<file path="config.mk">
export PLATFORM = sky130hd
export DESIGN_NAME = ultrasonic_echo_gen_flat
export DESIGN_NICKNAME = d
export VERILOG_FILES = /design/src/rtl/ultrasonic_echo_gen_if.sv /design/src/rtl/ultrasonic_echo_gen.sv /design/src/flat_wrapper.sv
export SDC_FILE = /design/constraint.sdc
export NUM_CORES = 1
export LEC_CHECK = 0
export ABC_AREA = 1
export CORE_MARGIN = 2
export CORE_UTILIZATION = 50
export CTS_CLUSTER_SIZE = 28
export DETAILED_ROUTE_END_ITERATION = 12
export DONT_BUFFER_PORTS = 1
export PLACE_DENSITY = 0.7
export SLEW_MARGIN = 20
export SYNTH_ARGS = -nofsm -noshare
export SYNTH_HDL_FRONTEND = slang
export SYNTH_SLANG_ARGS = --single-unit
</file>
<file path="constraint.sdc">
create_clock -name clk -period 12.77 [get_ports clk]
set_input_delay 1.277 -clock clk [delete_from_list [all_inputs] [get_ports clk]]
set_output_delay 1.277 -clock clk [all_outputs]
set_load 0.05 [all_outputs]
</file>
<file path="src/rtl/ultrasonic_echo_gen_if.sv">
`default_nettype none
// ------------------------------------------------------------------------
// ultrasonic_echo_gen_if : trigger / distance / echo signal bundle.  Rev 1.0
// ------------------------------------------------------------------------
interface ultrasonic_echo_gen_if;
  logic        trigger;
  logic        en;
  logic [19:0] dist_cm;
  logic        dur;
  logic        busy;
  logic        short_trig;

  modport master (
    output trigger,
    output en,
    output dist_cm,
    input  dur,
    input  busy,
    input  short_trig
  );

  modport slave (
    input  trigger,
    input  en,
    input  dist_cm,
    output dur,
    output busy,
    output short_trig
  );
endinterface
`default_nettype wire

</file>
<file path="src/rtl/ultrasonic_echo_gen.sv">
`default_nettype none
// ------------------------------------------------------------------------
// ultrasonic_echo_gen : ranging-sensor echo emulator (trigger in, echo out). Rev 1.0
// ------------------------------------------------------------------------
module ultrasonic_echo_gen #(
  parameter int CLK_PER_US  = 50,
  parameter int TRIG_MIN_US = 10,
  parameter int BURST_US    = 200,
  parameter int US_PER_CM   = 58,
  parameter int MIN_CM      = 2,
  parameter int MAX_CM      = 400,
  parameter int TIMEOUT_US  = 38000,
  parameter int HOLDOFF_US  = 10000
) (
  input  logic                  clk,
  input  logic                  rst,
  ultrasonic_echo_gen_if.slave  bus
);

  typedef enum logic [2:0] {
    S_IDLE    = 3'd0,
    S_TRIG_HI = 3'd1,
    S_BURST   = 3'd2,
    S_ECHO    = 3'd3,
    S_HOLDOFF = 3'd4
  } state_t;

  localparam int              PW            = (CLK_PER_US > 1) ? $clog2(CLK_PER_US) : 1;
  localparam logic [PW-1:0]   PRE_MAX       = PW'(CLK_PER_US - 1);
  localparam logic [15:0]     TRIG_MIN_CYC  = 16'(TRIG_MIN_US * CLK_PER_US);
  localparam logic [15:0]     BURST_LAST    = 16'(BURST_US - 1);
  localparam logic [15:0]     HOLDOFF_LAST  = 16'(HOLDOFF_US - 1);
  localparam logic [15:0]     WIDTH_MIN     = 16'(MIN_CM * US_PER_CM);
  localparam logic [15:0]     WIDTH_TIMEOUT = 16'(TIMEOUT_US);
  localparam logic [31:0]     MIN_CM_W      = 32'(MIN_CM);
  localparam logic [31:0]     MAX_CM_W      = 32'(MAX_CM);
  localparam logic [31:0]     US_PER_CM_W   = 32'(US_PER_CM);

  state_t          state_q, state_d;
  logic [1:0]      trig_sync_q, trig_sync_d;
  logic [1:0]      sync_vld_q, sync_vld_d;
  logic            trig_low_q, trig_low_d;
  logic [15:0]     hi_cnt_q, hi_cnt_d;
  logic [PW-1:0]   presc_q, presc_d;
  logic [15:0]     us_cnt_q, us_cnt_d;
  logic [19:0]     dist_q, dist_d;
  logic            dur_q, dur_d;
  logic            busy_q, busy_d;
  logic            short_trig_q, short_trig_d;

  logic            trig_s;
  logic            us_tick;
  logic [31:0]     dist_ext;
  logic [15:0]     width_us;
  logic [15:0]     phase_last;
  state_t          phase_next;

  assign trig_s  = trig_sync_q[1];
  assign us_tick = (presc_q == PRE_MAX);

  // Echo width in microseconds, clamped to the near limit or the no-object timeout.
  always_comb begin
    dist_ext = {12'd0, dist_q};
    if (dist_ext < MIN_CM_W) begin
      width_us = WIDTH_MIN;
    end else if (dist_ext > MAX_CM_W) begin
      width_us = WIDTH_TIMEOUT;
    end else begin
      width_us = 16'(dist_ext * US_PER_CM_W);
    end
  end

  always_comb begin
    state_d      = state_q;
    trig_sync_d  = {trig_sync_q[0], bus.trigger};
    sync_vld_d   = {sync_vld_q[0], 1'b1};
    // Only a genuinely sampled low arms edge detection, so a trigger high at reset release is ignored.
    trig_low_d   = ~trig_s & sync_vld_q[1];
    hi_cnt_d     = hi_cnt_q;
    presc_d      = presc_q;
    us_cnt_d     = us_cnt_q;
    dist_d       = dist_q;
    short_trig_d = 1'b0;
    phase_last   = 16'd0;
    phase_next   = S_IDLE;

    case (state_q)
      S_IDLE: begin
        presc_d  = '0;
        us_cnt_d = 16'd0;
        if (trig_s && trig_low_q && bus.en) begin
          state_d  = S_TRIG_HI;
          hi_cnt_d = 16'd0;
        end
      end
      S_TRIG_HI: begin
        if (trig_s) begin
          if (hi_cnt_q != TRIG_MIN_CYC) begin
            hi_cnt_d = hi_cnt_q + 16'd1;
          end
        end else if (hi_cnt_q >= TRIG_MIN_CYC - 16'd1) begin
          // The rise cycle itself is not in hi_cnt, hence the minus one.
          dist_d   = bus.dist_cm;
          presc_d  = '0;
          us_cnt_d = 16'd0;
          state_d  = S_BURST;
        end else begin
          short_trig_d = 1'b1;
          state_d      = S_IDLE;
        end
      end
      S_BURST: begin
        phase_last = BURST_LAST;
        phase_next = S_ECHO;
      end
      S_ECHO: begin
        phase_last = width_us - 16'd1;
        phase_next = S_HOLDOFF;
      end
      S_HOLDOFF: begin
        phase_last = HOLDOFF_LAST;
        phase_next = S_IDLE;
      end
      default: begin
        state_d = S_IDLE;
      end
    endcase

    if (state_q inside {S_BURST, S_ECHO, S_HOLDOFF}) begin
      if (us_tick) begin
        presc_d = '0;
        if (us_cnt_q == phase_last) begin
          us_cnt_d = 16'd0;
          state_d  = phase_next;
        end else begin
          us_cnt_d = us_cnt_q + 16'd1;
        end
      end else begin
        presc_d = presc_q + PW'(1);
      end
    end

    dur_d  = (state_d == S_ECHO);
    busy_d = (state_d inside {S_BURST, S_ECHO, S_HOLDOFF});
  end

  always_ff @(posedge clk or negedge rst) begin
    if (!rst) begin
      state_q      <= S_IDLE;
      trig_sync_q  <= 2'b00;
      sync_vld_q   <= 2'b00;
      trig_low_q   <= 1'b0;
      hi_cnt_q     <= 16'd0;
      presc_q      <= '0;
      us_cnt_q     <= 16'd0;
      dist_q       <= 20'd0;
      dur_q        <= 1'b0;
      busy_q       <= 1'b0;
      short_trig_q <= 1'b0;
    end else begin
      state_q      <= state_d;
      trig_sync_q  <= trig_sync_d;
      sync_vld_q   <= sync_vld_d;
      trig_low_q   <= trig_low_d;
      hi_cnt_q     <= hi_cnt_d;
      presc_q      <= presc_d;
      us_cnt_q     <= us_cnt_d;
      dist_q       <= dist_d;
      dur_q        <= dur_d;
      busy_q       <= busy_d;
      short_trig_q <= short_trig_d;
    end
  end

  assign bus.dur        = dur_q;
  assign bus.busy       = busy_q;
  assign bus.short_trig = short_trig_q;

  a_dur_implies_busy: assert property (@(posedge clk) disable iff (!rst) dur_q |-> busy_q);
  a_short_not_busy:   assert property (@(posedge clk) disable iff (!rst) short_trig_q |-> !busy_q);

endmodule
`default_nettype wire

</file>
<file path="src/flat_wrapper.sv">
// flat-port wrapper written by rule: the top's interface ports become plain ports
module ultrasonic_echo_gen_flat 
#(
  parameter int CLK_PER_US  = 50,
  parameter int TRIG_MIN_US = 10,
  parameter int BURST_US    = 200,
  parameter int US_PER_CM   = 58,
  parameter int MIN_CM      = 2,
  parameter int MAX_CM      = 400,
  parameter int TIMEOUT_US  = 38000,
  parameter int HOLDOFF_US  = 10000
)
  (clk, rst, bus_trigger, bus_en, bus_dist_cm, bus_dur, bus_busy, bus_short_trig);
  ultrasonic_echo_gen_if bus_i ();
  input  logic clk;
  input  logic rst;
  input wire logic [$bits(bus_i.trigger)-1:0] bus_trigger;
  input wire logic [$bits(bus_i.en)-1:0] bus_en;
  input wire logic [$bits(bus_i.dist_cm)-1:0] bus_dist_cm;
  output wire logic [$bits(bus_i.dur)-1:0] bus_dur;
  output wire logic [$bits(bus_i.busy)-1:0] bus_busy;
  output wire logic [$bits(bus_i.short_trig)-1:0] bus_short_trig;
  assign bus_i.trigger = bus_trigger;
  assign bus_i.en = bus_en;
  assign bus_i.dist_cm = bus_dist_cm;
  assign bus_dur = bus_i.dur;
  assign bus_busy = bus_i.busy;
  assign bus_short_trig = bus_i.short_trig;
  ultrasonic_echo_gen #(.CLK_PER_US(CLK_PER_US), .TRIG_MIN_US(TRIG_MIN_US), .BURST_US(BURST_US), .US_PER_CM(US_PER_CM), .MIN_CM(MIN_CM), .MAX_CM(MAX_CM), .TIMEOUT_US(TIMEOUT_US), .HOLDOFF_US(HOLDOFF_US)) u_core (.clk(clk), .rst(rst), .bus(bus_i));
endmodule
</file>
==> results_dict.tcl, run 1 <==
set metrics [dict create \
    syn-num-nets 999 \
    end_kind "flip-flop" \
    p_per_area_nw_per_um2 103.2 \
    grt_pass1_vias 5056 \
    yosysWarnings 0 \
    hpwl_um 10550 \
    ys_ff_latch 69 \
    vdd_drop_max_v 0.00008498 \
    critPathLaunchType "flip-flop" \
    cts_resized 0 \
    synth_area_um2 6316 \
    die_w_um 116.4 \
    drt_drc_violations_left 0 \
    gr-usage-all-layers 0.2160 \
    antenna_found_initial 0 \
    die_area_um2 13550 \
    cts-htree-levels 3 \
    start_util 0.5067 \
    clock_tree.root_cell "clkbuf_16" \
    rsz0062_at_grt "no" \
    grt_pass1_wl_um 23290 \
    drive_gt1_frac 0.06908 \
    cp.required_ns 12.98 \
    clk_pin_slew_ns 0.06 \
    avgSynthCellArea_um2 6.964 \
    area_growth_pct 7.349 \
    grt-ovfl-total 0 \
    yosysUniqueCellTypes 42 \
    min_period_over_period 0.3704 \
    worst_skew_pair.late_latency_ns 0.33 \
    io_pins 27 \
    vias 5482 \
    n_antenna_cell 0 \
    die-height_um 116.4 \
    post-route-min-period_ns 4.729 \
    leakage_nw 3.634 \
    port_buffers 0 \
    hold_path_class "flip-flop to flip-flop" \
    grt_max_degree 70 \
    drv_slew 0 \
    finalSetupViolCount 0 \
    finClkSkew_ns 0.007745 \
    slew-limit-headroom 0.5493 \
    arrival_ns 4.94 \
    cts_buffer_depth 2 \
    status "completed" \
    cp_max_fo 18 \
    post_cts_buffers 0 \
    postSynthCellCount 907 \
    core_um2 12470 \
    maxCapViolations 0 \
    initialDrtViolationCount 307 \
    tightest_slew_ns 0.6754 \
    hold_buffers 0 \
    cts_tree "built" \
    dr.pass1.iters 4 \
    cts_buffers 9 \
    finalPower_mw 0.7000 \
    ys_seq_area_frac 0.2734 \
    fmax_ghz 0.2114 \
    nNetsFinal 999 \
    path_class "flip-flop to flip-flop" \
    wl_um 13500 \
    fin_tns_setup_ns 0 \
    wl_per_cell_um 12.46 \
    hold_viol_final 0 \
    rows 41 \
    routed_via_density 5.057 \
    place_congestion 0.8772 \
    ant_nets 0 \
    fillCellCount 1217 \
    clock_sinks 69 \
]
worst paths after layout:
| kind | to | slack [ns] | cells past startpoint | startpoint |
|---|---|---|---|---|
| worst min register to register | u_core.trig_sync_q[1]$_DFF_PN0_ | 0.34 | 0 | u_core.trig_sync_q[0]$_DFF_PN0_ |
| worst max register to register | u_core.bus.busy$_DFF_PN0_ | 8.04 | 26 | u_core.dist_q[0]$_DFFE_PN0P_ |
| max in group asynchronous | u_core.dist_q[2]$_DFFE_PN0P_ | 12.01 | 0 | rst |
| min in group asynchronous | u_core.dist_q[13]$_DFFE_PN0P_ | 0.63 | 0 | rst |
| worst max-delay path | u_core.bus.busy$_DFF_PN0_ | 8.04 | 26 | u_core.dist_q[0]$_DFFE_PN0P_ |
| worst min-delay path | u_core.trig_sync_q[1]$_DFF_PN0_ | 0.34 | 0 | u_core.trig_sync_q[0]$_DFF_PN0_ |
worst max-delay path, stage by stage (launching register included):
cell     delay [ns]
dfrtp_1        0.53
inv_1          0.18
fa_1           0.55
inv_1          0.04
ha_1           0.28
ha_1           0.30
inv_1          0.06
fa_1           0.46
inv_1          0.07
nand3_1        0.06
nand2_1        0.13
xor2_1         0.15
inv_1          0.06
nand2_1        0.15
nand2_1        0.14
nor2_4         0.17
nand2_1        0.08
nand3_1        0.10
nand2_1        0.06
nand2_1        0.09
nand2_1        0.05
nor2_1         0.16
nand3_2        0.15
nor2_8         0.28
nand2_2        0.09
o21ai_1        0.11
nand3_1        0.09
report_power, final:
part	switching [mW]	total (mW)	internal [mW]
clock	0.0946	0.265	0.171
sequential	0.00458	0.227	0.223
combinational	0.133	0.207	0.0745
cells in the final DEF (no fill, tap or decap), types with 9 or more instances in the layout:
cell type  netlist  final
fa_1            20     20
nand3_1         84     84
inv_1          170    170
clkbuf_16        0      9
ha_1            48     48
nand2_2          9      9
dfrtp_1         69     69
o22ai_1         15     15
a21oi_1         15     15
xor2_1          10     10
o21ai_0         38     38
nand4_1         18     18
nand2_1        244    244
nor2_1          74     73
nor2_2           8      9
nor3_1          15     15
layer usage:
metal  routed length, um  share of wire  vias to the layer above  GRT usage
li1                    -              -                     2860          -
met1                6674           0.49                     2544     0.3044
met2                6308           0.47                       70     0.3523
met3                 405          0.030                        8    0.03684
met4                 114         0.0084                        0    0.04524
met5                   0              0                        -          0
synth_stat cells, drive strengths merged:
cell / n / share of area
nand3b: 6 / 0.0071
nor2: 91 / 0.071
nand3: 92 / 0.080
and2: 1 / 0.00099
dfrtp: 69 / 0.27
a31oi: 2 / 0.0020
nand4: 18 / 0.018
xnor2: 4 / 0.0055
buf: 5 / 0.0073
nor4: 2 / 0.0020
o31ai: 2 / 0.0024
o22ai: 15 / 0.015
clkbuf: 7 / 0.0048
nor3b: 2 / 0.0024
o21ai: 42 / 0.034
nand2: 257 / 0.16
clkinv: 1 / 0.00059
xor2: 10 / 0.014
ha: 48 / 0.095
o21ba: 1 / 0.0016
o21bai: 4 / 0.0048
and3: 1 / 0.00099
o221a: 1 / 0.0018
inv: 172 / 0.10
nor3: 18 / 0.017
a21oi: 15 / 0.012
fa: 20 / 0.063
conb: 1 / 0.00059
registers in the layout (all words and copies together) (netlist names):
register,cells
u_core.dist_q,20
u_core.hi_cnt_q,16
u_core.us_cnt_q,16
u_core.presc_q,6
u_core.state_q,3
u_core.sync_vld_q,2
u_core.trig_sync_q,2
u_core.bus.busy,1
u_core.bus.dur,1
u_core.bus.short_trig,1
u_core.trig_low_q,1
stage by stage:
stage	cells	utilization	hold slack, ns	setup WS [ns]	area (um^2)
2_1_floorplan	907	-	0.3312	8.679	6316
3_3_place_gp	1068	0.5186	0.3319	8.070	6465
3_5_place_dp	1068	0.5186	0.3358	8.050	6465
4_1_cts	1084	0.5439	0.3470	8.040	6780
5_1_grt	1084	0.5439	0.3537	7.606	6780
6_report	1084	0.5439	0.3443	8.041	6780
kinds of logic (layout without fill, tap and decap cells):
| family | count (synthesis) | count (layout) | share of synthesized area |
|---|---|---|---|
| DFF | 69 | 69 | 0.2734 |
| buffers and inverters | 185 | 190 | 0.1149 |
| and+or+nand+nor | 488 | 488 | 0.3601 |
| xor gates and xnor gates | 14 | 14 | 0.01941 |
| AOI/OAI and AO/OA | 82 | 82 | 0.07310 |
| other | 1 | 1 | 0.0005937 |
| adders and majority gates | 68 | 68 | 0.1585 |
final cells by class:
class,count,area (um^2),area share
clock inverters,6,86.33,0.01273
multi-input cells,653,3866,0.5702
well taps,172,215.2,0.03174
repair buffers,1,7.507,0.001107
flip-flops and latches,69,1727,0.2547
clock buffers,10,229.0,0.03377
inverters,173,649.4,0.09577
(Power assumes the default switching activity.)
==> run 2: changes to the inputs <==
==> constraint.sdc (replaced) <==
create_clock -name clk -period 4.7 [get_ports clk]
set_input_delay 0.47 -clock clk [delete_from_list [all_inputs] [get_ports clk]]
set_output_delay 0.47 -clock clk [all_outputs]
set_load 0.05 [all_outputs]
==> results_dict.tcl, run 2 (same netlist as run 1, synthesis figures left out) <==
set metrics [dict create \
    status "completed" \
    min_period_over_period 0.9443 \
    cts-htree-levels 3 \
    fin_tns_setup_ns 0 \
    largest_register "u_core.dist_q" \
    clockPowerShare 0.367 \
    tightest_slew_ns 0.6571 \
    place_congestion 0.8601 \
    p_sw_mw 0.6987 \
    top_regs "u_core.dist_q (20), u_core.hi_cnt_q (16), u_core.us_cnt_q (16)" \
    initialDrtViolationCount 229 \
    dr.pass1.iters 5 \
    cpMaxStageDelayCell "fa_1" \
    slew-limit-headroom 0.5615 \
    final_common_cell "nand2_1" \
    worst_skew_pair.late_latency_ns 0.33 \
    hold_viol_final 0 \
    largest_reg_flops 20 \
    n_antenna_cell 0 \
    clock_tree.root_cell "clkbuf_16" \
    port_buffers 0 \
    vdd_drop_max_v 0.0002153 \
    grt-ovfl-total 0 \
    arrival_ns 4.65 \
    grt_pass1_vias 5281 \
    maxCapViolations 0 \
    path_class "flip-flop to flip-flop" \
    vias 5631 \
    fillCellCount 1147 \
    mostFrequentLayoutCells "nand2_1, inv_1, nand3_1, nor2_1, dfrtp_1" \
    wl_um 14120 \
    place_area_um2 6510 \
    drive_gt1_frac 0.1314 \
    hold_path_class "input pin to asynchronous set/reset pin" \
    wl_per_cell_um 12.74 \
    die_w_um 116.4 \
    die-height_um 116.4 \
    io_pins 27 \
    clk_pin_slew_ns 0.06 \
    routed_via_density 5.082 \
    power_frac_seq 0.300 \
    core_um2 12470 \
    ant_nets 0 \
    finalPower_mw 2.056 \
    nNetsFinal 1023 \
    end_kind "flip-flop" \
    drt_drc_violations_left 0 \
    cp_max_fo 8 \
    final_area_um2 7146 \
    finClkSkew_ns 0.009301 \
    register_area_um2 1732 \
    start_util 0.5067 \
    combPwrFrac 0.333 \
    drv_slew 0 \
    post-route-min-period_ns 4.438 \
    cts_buffer_depth 2 \
    multi_input_area_um2 3994 \
    finalSetupViolCount 0 \
    grt_pass1_wl_um 23910 \
    hpwl_um 10550 \
    die_area_um2 13550 \
    r2r-start "u_core.dist_q[3]$_DFFE_PN0P_" \
    antenna_found_initial 0 \
    cpPeakStageDelay_ns 0.52 \
    p_per_area_nw_per_um2 287.7 \
    cp.required_ns 4.91 \
    cts_tree "built" \
    fmax_ghz 0.2253 \
    crit_path_start "u_core.dist_q[3]$_DFFE_PN0P_" \
    critPathMostFrequentCell "nand2_1" \
    cts_buffers 9 \
    rows 41 \
    critPathLaunchType "flip-flop" \
    clock_sinks 69 \
    gr-usage-all-layers 0.2206 \
    switching_share 0.3399 \
    p_int_mw 1.357 \
    leakage_nw 3.755 \
    area_growth_pct 13.13 \
    grt_max_degree 70 \
]
run 2: final cells by class:
class                      instances  share of cell area
clock buffer                      10             0.03344
clock inverter                     6             0.01313
tap                              172             0.03012
multi-input combinational        653              0.5589
timing repair buffer              25             0.02959
sequential                        69              0.2423
inverter                         173             0.09245
run 2: worst paths after layout:
path,to,slack (ns),depth (start not counted)
min reg2reg,u_core.trig_sync_q[1]$_DFF_PN0_,0.34,0
min,u_core.dist_q[12]$_DFFE_PN0P_,0.008,1
max in group asynchronous,u_core.us_cnt_q[1]$_DFF_PN0_,4.38,1
max,u_core.us_cnt_q[0]$_DFF_PN0_,0.26,29
min in group clk,u_core.trig_sync_q[0]$_DFF_PN0_,0.17,0
max reg2reg,u_core.us_cnt_q[0]$_DFF_PN0_,0.26,29
run 2: timing repair:
action | in CTS | in global routing
endpoints found under the hold margin | 69 | 0
setup buffers | 0 | 17
setup endpoints to repair | 0 | 21
hold buffers | 1 | 0
resized for setup | 0 | 40
run 2: per-layer routing:
metal / global-route usage / routed length (um)
met1: 0.3115 / 6858
met3: 0.03114 / 500
met2: 0.3570 / 6514
met4: 0.06032 / 244
met5: 0 / 0
run 2: critical path, delay by kind of cell, from the launching register on:
family | cells | cell delay [ns]
fa+ha+maj | 4 | 1.59
compound gates | 1 | 0.04
simple gates | 19 | 1.69
flops | 1 | 0.41
buf+inv | 5 | 0.59
run 2: power groups by stage:
stage	Combinational [mW]	Sequential [mW]	Clock, mW
after floorplan	0.458	0.624	0
after global placement	0.562	0.627	0
after detailed placement	0.568	0.627	0
after CTS	0.586	0.616	0.773
after global routing	0.782	0.617	0.790
final	0.685	0.616	0.754
run 2: metrics by stage:
step / utilization / cells / hold WS (ns) / setup slack [ns]
floorplan: - / 907 / 0.1744 / 0.6089
global placement: 0.5222 / 1074 / 0.1760 / 0.1082
detailed placement: 0.5222 / 1074 / 0.1757 / 0.07775
CTS: 0.5511 / 1091 / 0.02293 / 0.04402
global route: 0.5732 / 1108 / 0.02511 / -0.06348
finish: 0.5732 / 1108 / 0.007920 / 0.2618
==> run 3: changes to the inputs <==
--- a/config.mk
+++ b/config.mk
@@ -7,11 +7,11 @@
 export LEC_CHECK = 0
 export ABC_AREA = 1
 export CORE_MARGIN = 2
-export CORE_UTILIZATION = 50
+export CORE_UTILIZATION = 36
 export CTS_CLUSTER_SIZE = 28
 export DETAILED_ROUTE_END_ITERATION = 12
 export DONT_BUFFER_PORTS = 1
-export PLACE_DENSITY = 0.7
+export PLACE_DENSITY = 0.55
 export SLEW_MARGIN = 20
 export SYNTH_ARGS = -nofsm -noshare
 export SYNTH_HDL_FRONTEND = slang
==> results_dict.tcl, run 3 (same netlist as run 1, synthesis figures left out) <==
set metrics [dict create \
    cts_buffer_depth 2 \
    final_common_cell "nand2_1" \
    drt_drc_violations_left 0 \
    cts_tree "built" \
    grt_pass1_wl_um 24880 \
    place_congestion 0.8490 \
    maxCapViolations 0 \
    port_buffers 0 \
    p_per_area_nw_per_um2 282.2 \
    clk_pin_slew_ns 0.06 \
    start_util 0.3664 \
    finClkSkew_ns 0.008938 \
    largest_register "u_core.dist_q" \
    finalSetupViolCount 0 \
    hold_path_class "input pin to asynchronous set/reset pin" \
    gr-usage-all-layers 0.1679 \
    hold_viol_final 0 \
    grt_pass1_vias 5344 \
    top_regs "u_core.dist_q (20), u_core.hi_cnt_q (16), u_core.us_cnt_q (16)" \
    die_w_um 136.5 \
    min_period_over_period 0.9454 \
    clock_tree.root_cell "clkbuf_16" \
    fin_tns_setup_ns 0 \
    mostFrequentLayoutCells "nand2_1, inv_1, nand3_1, nor2_1, dfrtp_1" \
    path_class "flip-flop to flip-flop" \
    reg2reg_depth 25 \
    cts-htree-levels 3 \
    vias 5549 \
    core_um2 17240 \
    grt_max_degree 70 \
    end_kind "flip-flop" \
    antenna_found_initial 0 \
    grt-ovfl-total 0 \
    drive_gt1_frac 0.1381 \
    dr.pass1.iters 5 \
    io_pins 27 \
    arrival_ns 4.66 \
    nNetsFinal 1021 \
    cts_buffers 9 \
    status "completed" \
    area_growth_pct 14.40 \
    ant_nets 0 \
    slew-limit-headroom 0.5473 \
    cp_max_fo 5 \
    die-height_um 136.5 \
    cp.required_ns 4.91 \
    place_area_um2 6569 \
    final_core_util 0.4192 \
    final_area_um2 7226 \
    routed_via_density 4.788 \
    worst_skew_pair.late_latency_ns 0.34 \
    initialDrtViolationCount 271 \
    wl_um 14900 \
    clock_sinks 69 \
    tightest_slew_ns 0.6782 \
    drv_slew 0 \
    die_area_um2 18620 \
    rows 48 \
    fillCellCount 1781 \
    leakage_nw 3.749 \
    vdd_drop_max_v 0.0002117 \
    hpwl_um 11420 \
    fmax_ghz 0.2251 \
    wl_per_cell_um 12.85 \
    critPathLaunchType "flip-flop" \
    largest_reg_flops 20 \
    n_antenna_cell 0 \
    post-route-min-period_ns 4.443 \
]
run 3: cell types whose count changed in the layout (fill, tap and decap cells not counted), sizes merged:
cell      previous run  this run
buf                 25        23
clkinvlp             4         3
bufinv               2         1
clkbuf              10        13
clkinv               3         2
run 3: per-stage QoR:
stage	power, mW	std cells	hold slack [ns]	setup WS [ns]
detailed placement	1.200	1126	0.1768	0.08307
global placement	1.203	1126	0.1767	0.05397
global route	2.189	1159	0.02537	-0.05403
finish	2.039	1159	0.01493	0.2568
floorplan	1.082	907	0.1744	0.6089
CTS	1.931	1143	0.02767	0.05595
run 3: path summary, 6_finish.rpt:
| check | slack (ns) | from | end |
|---|---|---|---|
| max | 0.26 | u_core.dist_q[2]$_DFFE_PN0P_ | u_core.bus.busy$_DFF_PN0_ |
| min | 0.01 | rst | u_core.presc_q[5]$_DFFE_PN0P_ |
| max reg2reg | 0.26 | u_core.dist_q[2]$_DFFE_PN0P_ | u_core.bus.busy$_DFF_PN0_ |
| min reg2reg | 0.35 | u_core.sync_vld_q[0]$_DFF_PN0_ | u_core.sync_vld_q[1]$_DFF_PN0_ |
| max in group asynchronous | 4.36 | rst | u_core.dist_q[7]$_DFFE_PN0P_ |
| min in group clk | 0.16 | bus_trigger | u_core.trig_sync_q[0]$_DFF_PN0_ |
run 3: what timing repair did:
action	4_1_cts	5_1_grt
hold buffers	1	0
resized for setup	0	49
setup endpoints to repair	0	21
setup buffers	0	16
endpoints found under the hold margin	69	0
run 3: area by class of cell:
class | count | area, um^2 | area share
Clock inverter | 3 | 43.79 | 0.006061
Clock buffer | 13 | 260.3 | 0.03602
Multi-Input combinational cell | 653 | 4043 | 0.5595
Inverter | 173 | 660.6 | 0.09143
Tap cell | 225 | 281.5 | 0.03896
Timing Repair Buffer | 23 | 206.4 | 0.02857
Sequential cell | 69 | 1730 | 0.2395
run 3: worst max-delay path, stage by stage, from the launching register on:
cell	delay, ns
dfrtp_1	0.40
clkinvlp_4	0.20
fa_1	0.54
inv_1	0.04
ha_1	0.30
fa_1	0.55
ha_4	0.24
nand2_1	0.13
nand3_4	0.11
xnor2_2	0.23
inv_2	0.09
nand2_1	0.10
nand2_2	0.08
nor2_4	0.14
nand2_1	0.06
nand3_1	0.10
nand2_1	0.06
nand2_1	0.09
nand2_1	0.07
nor2_2	0.12
nand3_2	0.14
nor2_8	0.15
buf_12	0.12
nand2_4	0.04
o21ai_2	0.12
nand3_1	0.08
run 3: power by group:
group	internal, mW	switching (mW)
sequential	0.605	0.0114
clock	0.440	0.264
combinational	0.289	0.429
run 3: routing by layer:
layer  part of all wire  wire length, um  vias up  track usage
met5                  0                0        -            0
met4              0.019              287        0      0.05440
met3              0.036              535       22      0.02722
met2               0.45             6629       86       0.2661
met1               0.50             7443     2532       0.2337
li1                   -                -     2909            -
